==> src/rtl/slice_header_uv_sequencer.sv <==
// Sequences the fixed-length u(v) slice-header fields frame_num and pic_order_cnt_lsb
// out of a 16-bit bitstream window, issuing one registered consume request per field.
module slice_header_uv_sequencer #(
    parameter int unsigned MAX_LEN = 16
) (
    input  logic        clk,
    input  logic        reset_n,
    input  logic        start,
    input  logic        abort,
    input  logic [1:0]  pic_order_cnt_type,
    input  logic [3:0]  log2_max_frame_num_minus4,
    input  logic [3:0]  log2_max_pic_order_cnt_lsb_minus4,
    input  logic [15:0] BitStream_buffer_output,
    input  logic        buffer_ready,
    output logic        consume_req,
    output logic [4:0]  consume_len,
    output logic        busy,
    output logic        done,
    output logic        error,
    output logic [15:0] frame_num,
    output logic        frame_num_valid,
    output logic [15:0] pic_order_cnt_lsb,
    output logic        poc_lsb_valid
);

    typedef enum logic [2:0] {
        StIdle, StFn, StFnWait, StPoc, StPocWait, StDone, StErr
    } state_e;

    localparam logic [4:0] MaxLenW = 5'(MAX_LEN);

    state_e      state_q, state_d;
    logic [1:0]  poc_type_q;
    logic [3:0]  fn_m4_q, poc_m4_q;
    logic [4:0]  len_fn, len_poc, cur_len;
    logic        fn_ok, poc_ok, accept;
    logic [15:0] field_val;

    logic        consume_req_q, consume_req_d;
    logic [4:0]  consume_len_q, consume_len_d;
    logic        done_q, done_d;
    logic        error_q, error_d;
    logic [15:0] frame_num_q, frame_num_d;
    logic        fn_valid_q, fn_valid_d;
    logic [15:0] poc_lsb_q, poc_lsb_d;
    logic        poc_valid_q, poc_valid_d;

    assign len_fn    = {1'b0, fn_m4_q} + 5'd4;
    assign len_poc   = {1'b0, poc_m4_q} + 5'd4;
    assign fn_ok     = (len_fn <= MaxLenW);
    assign poc_ok    = (len_poc <= MaxLenW);
    assign accept    = (state_q == StIdle) && start && !abort;
    assign cur_len   = (state_q == StPoc) ? len_poc : len_fn;
    // Bit 15 is the next stream bit, so the field sits in the top cur_len bits.
    assign field_val = BitStream_buffer_output >> (5'd16 - cur_len);

    always_ff @(posedge clk or negedge reset_n) begin
        if (!reset_n) begin
            state_q    <= StIdle;
            poc_type_q <= 2'd0;
            fn_m4_q    <= 4'd0;
            poc_m4_q   <= 4'd0;
        end else begin
            state_q <= state_d;
            if (accept) begin
                poc_type_q <= pic_order_cnt_type;
                fn_m4_q    <= log2_max_frame_num_minus4;
                poc_m4_q   <= log2_max_pic_order_cnt_lsb_minus4;
            end
        end
    end

    always_comb begin
        state_d = state_q;
        if (abort) begin
            state_d = StIdle;
        end else begin
            unique case (state_q)
                StIdle:    if (start) state_d = StFn;
                StFn:      if (!fn_ok) state_d = StErr;
                           else if (buffer_ready) state_d = StFnWait;
                StFnWait:  state_d = (poc_type_q == 2'd0) ? StPoc : StDone;
                StPoc:     if (!poc_ok) state_d = StErr;
                           else if (buffer_ready) state_d = StPocWait;
                StPocWait: state_d = StDone;
                StDone:    state_d = StIdle;
                StErr:     state_d = StIdle;
                default:   state_d = StIdle;
            endcase
        end
    end

    always_comb begin
        consume_req_d = 1'b0;
        consume_len_d = 5'd0;
        done_d        = 1'b0;
        error_d       = error_q;
        frame_num_d   = frame_num_q;
        fn_valid_d    = fn_valid_q;
        poc_lsb_d     = poc_lsb_q;
        poc_valid_d   = poc_valid_q;
        if (abort) begin
            fn_valid_d  = 1'b0;
            poc_valid_d = 1'b0;
        end else begin
            unique case (state_q)
                StIdle: begin
                    if (start) begin
                        error_d     = 1'b0;
                        fn_valid_d  = 1'b0;
                        poc_valid_d = 1'b0;
                        frame_num_d = 16'd0;
                        poc_lsb_d   = 16'd0;
                    end
                end
                StFn: begin
                    if (fn_ok && buffer_ready) begin
                        consume_req_d = 1'b1;
                        consume_len_d = len_fn;
                        frame_num_d   = field_val;
                        fn_valid_d    = 1'b1;
                    end
                end
                StPoc: begin
                    if (poc_ok && buffer_ready) begin
                        consume_req_d = 1'b1;
                        consume_len_d = len_poc;
                        poc_lsb_d     = field_val;
                        poc_valid_d   = 1'b1;
                    end
                end
                StDone: done_d = 1'b1;
                StErr: begin
                    done_d  = 1'b1;
                    error_d = 1'b1;
                end
                default: ;
            endcase
        end
    end

    always_ff @(posedge clk or negedge reset_n) begin
        if (!reset_n) begin
            consume_req_q <= 1'b0;
            consume_len_q <= 5'd0;
            done_q        <= 1'b0;
            error_q       <= 1'b0;
            frame_num_q   <= 16'd0;
            fn_valid_q    <= 1'b0;
            poc_lsb_q     <= 16'd0;
            poc_valid_q   <= 1'b0;
        end else begin
            consume_req_q <= consume_req_d;
            consume_len_q <= consume_len_d;
            done_q        <= done_d;
            error_q       <= error_d;
            frame_num_q   <= frame_num_d;
            fn_valid_q    <= fn_valid_d;
            poc_lsb_q     <= poc_lsb_d;
            poc_valid_q   <= poc_valid_d;
        end
    end

    assign busy              = (state_q != StIdle);
    assign consume_req       = consume_req_q;
    assign consume_len       = consume_len_q;
    assign done              = done_q;
    assign error             = error_q;
    assign frame_num         = frame_num_q;
    assign frame_num_valid   = fn_valid_q;
    assign pic_order_cnt_lsb = poc_lsb_q;
    assign poc_lsb_valid     = poc_valid_q;

endmodule

==> config.mk <==
export PLATFORM = sky130hd
export DESIGN_NAME = slice_header_uv_sequencer
export DESIGN_NICKNAME = d
export VERILOG_FILES = /design/src/rtl/slice_header_uv_sequencer.sv
export SDC_FILE = /design/constraint.sdc
export NUM_CORES = 1
export LEC_CHECK = 0
export CORE_MARGIN = 5
export CORE_UTILIZATION = 43
export DETAILED_ROUTE_END_ITERATION = 12
export PLACE_DENSITY = 0.69
export SYNTH_ARGS = -nofsm -noshare
export SYNTH_HDL_FRONTEND = slang
export SYNTH_SLANG_ARGS = --single-unit
==> constraint.sdc <==
create_clock -name clk -period 3.43 [get_ports clk]
set_clock_uncertainty 0.1 [all_clocks]
set_input_delay 0.686 -clock clk [delete_from_list [all_inputs] [get_ports clk]]
set_output_delay 0.686 -clock clk [all_outputs]
set_load 0.01 [all_outputs]
==> key figures <==
Setup path
  • R2R setup slack: 530 ps
  • WP data required: 3500 ps
  • Reg2Reg Depth: 6
  • CP Data Arrival Time: 2970 ps
  • Crit end category: flop
  • Slowest-stage cell, CP: and3b_1
  • Reg-to-reg endpoint: pic_order_cnt_lsb[6]$_DFFE_PN0P_
  • Crit-path cells: and3b_1 > mux2i_2 > nor2_2 > a32oi_1 > nand2b_1 > a31oi_1
  • CP bufs+invs: 0
  • Slowest stage delay, CP: 660 ps
  • Reg2Reg Launch Point: state_q[1]$_DFFE_PN0P_
  • Setup crit start kind: flop
  • Setup Crit Path Kind: reg -> reg
  • Worst Setup SP: state_q[1]$_DFFE_PN0P_
  • Critical path peak fanout: 13
  • Number of logic stages on the critical path including buffering: 6
  • Family with the most delay on the worst path: simple AND/OR/NAND/NOR gates

Place
  • Placed cell areas: 4380 um2
  • # port buffers: 73
  • Pre-CTS WS: 610 ps
  • Cell total after placement: 554
  • GPL Wtd Cong: 0.923
  • DP HPWL: 8060 um

Die
  • Row count: 33
  • Core Box Area: 8180 um2
  • Die W: 102 um
  • Die H: 102 um
  • IO Count: 74
  • Die area: 10,300 um2
  • Starting density of the core: 44.1%

Synthesis
  • Synth Flop Type: dfrtp_1
  • Synth area leaders: dfrtp_1, nand2_1, mux2i_1, a21oi_1, nor2_1
  • Area leader, netlist: dfrtp_1
  • Syn nets: 427
  • Cells after Synth: 392
  • Mean area per synthesized cell: 9.19 um2
  • Post-synth EDFFs: 0
  • Distinct cells, synth: 64
  • Post-synthesis sequential area ratio: 38.2%
  • Yosys warns: 0
  • Fraction of registers with async set/reset: 100%
  • Area of the mapped netlist: 3600 um2
  • Yosys top cell area share: 38.2%
  • Flops & latches, synth: 55

Timing
  • Fin Setup TNS: 0 ps
  • Endpoints failing hold: 0
  • Setup ws final: 534 ps
  • Rel. slew slack: 52.9%
  • Number of setup violations in the final report: 0
  • RSZ-0062 raised after global routing: false
  • Worst slew pin tran: 704 ps
  • Final Max Slew Viols: 0
  • Fmax: 345 MHz
  • Final period utilization: 84.4%
  • Final Critical Period: 2900 ps

Routing
  • Post-DR wirelength/cell: 19.0 um
  • Vias/cell: 5.98
  • Detailed-route wire length: 10,700 um
  • Vias: 3,363
  • Starting DRC count in detailed routing: 314
  • ANT nets after route: 0
  • Drc violations: 0
  • First-pass DRT Iterations: 5

GRT
  • Antenna violations before repair: 0
  • Wire length of the first global-routing pass: 17,000 um
  • Vias in the first global route: 3,278
  • Overall Global Routing Usage: 20.9%
  • GR Overflow Total: 0
  • Largest net degree at the start of global routing: 31

Clocking
  • Cts hold-fix bufs: 0
  • Clk_lat worst skew: 310 ps
  • H-tree depth: 2
  • Setup Buffers After CTS: 0
  • CTS Buf Count: 5
  • Sinks on the clock net: 55
  • CTS resizes: 0
  • Reg clk slew, reported paths: 110 ps
  • CTS tree: done
  • Maximum clock path buffer count: 2
  • Root buffer cell: clkbuf_8

Layout
  • Most common cell after layout, fill and taps aside: clkdlybuf4s50_1
  • Nets: 491
  • Fin area: 4470 um2
  • Antenna diodes: 0
  • Area Overhead vs Synth: 24.1%
  • Commonest non-fill, non-tap cells in the layout: clkdlybuf4s50_1, nand2_1, dfrtp_1
  • Final Util: 54.7%
  • Non-Filler Instances: 562
  • Share of layout cells above drive strength 1: 9.85%

Outcome
  • Status: complete, no violations

Pwr
  • Power Density: 835 nW/um2
  • Pleak: 1.86 nW
  • VDD IR max: 0.445 mV

Min path
  • HP Class: in -> async

Job
  • Number of max-cap violations: 0
-- state kept, by name, summed over array words and instances (netlist names), 2 cells and up --
| signal | cells |
|---|---|
| fn_m4_q | 4 |
| state_q | 3 |
| frame_num | 16 |
| pic_order_cnt_lsb | 16 |
| poc_m4_q | 4 |
| consume_len | 5 |
| poc_type_q | 2 |
-- area by class of cell --
class | count | area, um2
sequential | 55 | 1380
multi-input combinational | 311 | 2090
clock inverter | 3 | 25.0
timing repair buffer | 78 | 763
fill | 763 | 3700
tap | 105 | 131
clock buffer | 5 | 68.8
inverter | 5 | 18.8
-- kinds of logic (layout without fill, tap and decap cells) --
family / Yosys count / count (layout) / share of synthesized area, %
simple gates: 150 / 150 / 21.2
fa+ha+maj: 4 / 4 / 1.39
flops: 55 / 55 / 38.2
xor+xnor: 6 / 6 / 1.46
buf+inv: 26 / 91 / 3.82
mux: 35 / 35 / 10.9
compound gates: 116 / 116 / 23.0
-- routing by layer --
| layer | track usage (%) | wire (um) | up-vias | part of all wire (%) |
|---|---|---|---|---|
| li1 | - | - | 1581 | - |
| met1 | 31.4 | 5060 | 1607 | 47 |
| met3 | 3.37 | 735 | 16 | 6.9 |
| met5 | 0 | 0 | - | 0 |
| met2 | 31.2 | 4790 | 159 | 45 |
| met4 | 5.32 | 128 | 0 | 1.2 |
-- synth_stat cells (5+ instances only) --
cell and instances:
a21oi_1 21, a32oi_1 5, clkbuf_1 6, nor2_1 21, nand3_1 10, buf_2 8
a31oi_1 11, o211ai_1 6, mux2i_1 24, inv_1 5, buf_4 6, o21ai_0 12
dfrtp_1 55, a22oi_1 9, nand2_1 65, nor3_1 6, o21ai_1 13, or3_1 6
nor3b_1 7, nor2b_1 5
-- where the power goes --
part	switching [W]	leakage (nW)	internal [W]
Combinational	0.00138	1.06	0.000931
Sequential	0.000250	0.746	0.000802
Clock	0.000223	0.0443	0.000146
-- worst max path at each step --
| stage | to | slack (ps) |
|---|---|---|
| 2_1_floorplan | frame_num[0]$_DFFE_PN0P_ | 1360 |
| 3_3_place_gp | pic_order_cnt_lsb[10]$_DFFE_PN0P_ | 650 |
| 3_5_place_dp | pic_order_cnt_lsb[3]$_DFFE_PN0P_ | 610 |
| 4_1_cts | pic_order_cnt_lsb[6]$_DFFE_PN0P_ | 600 |
| 5_1_grt | pic_order_cnt_lsb[1]$_DFFE_PN0P_ | 390 |
| 6_report | pic_order_cnt_lsb[6]$_DFFE_PN0P_ | 530 |
-- metrics by stage --
stage / power [W] / hold slack, ps
2_1_floorplan: 0.00260 / 290
3_3_place_gp: 0.00329 / 368
3_5_place_dp: 0.00332 / 366
4_1_cts: 0.00369 / 296
5_1_grt: 0.00396 / 342
6_report: 0.00374 / 287
(Power assumes the default switching activity.)
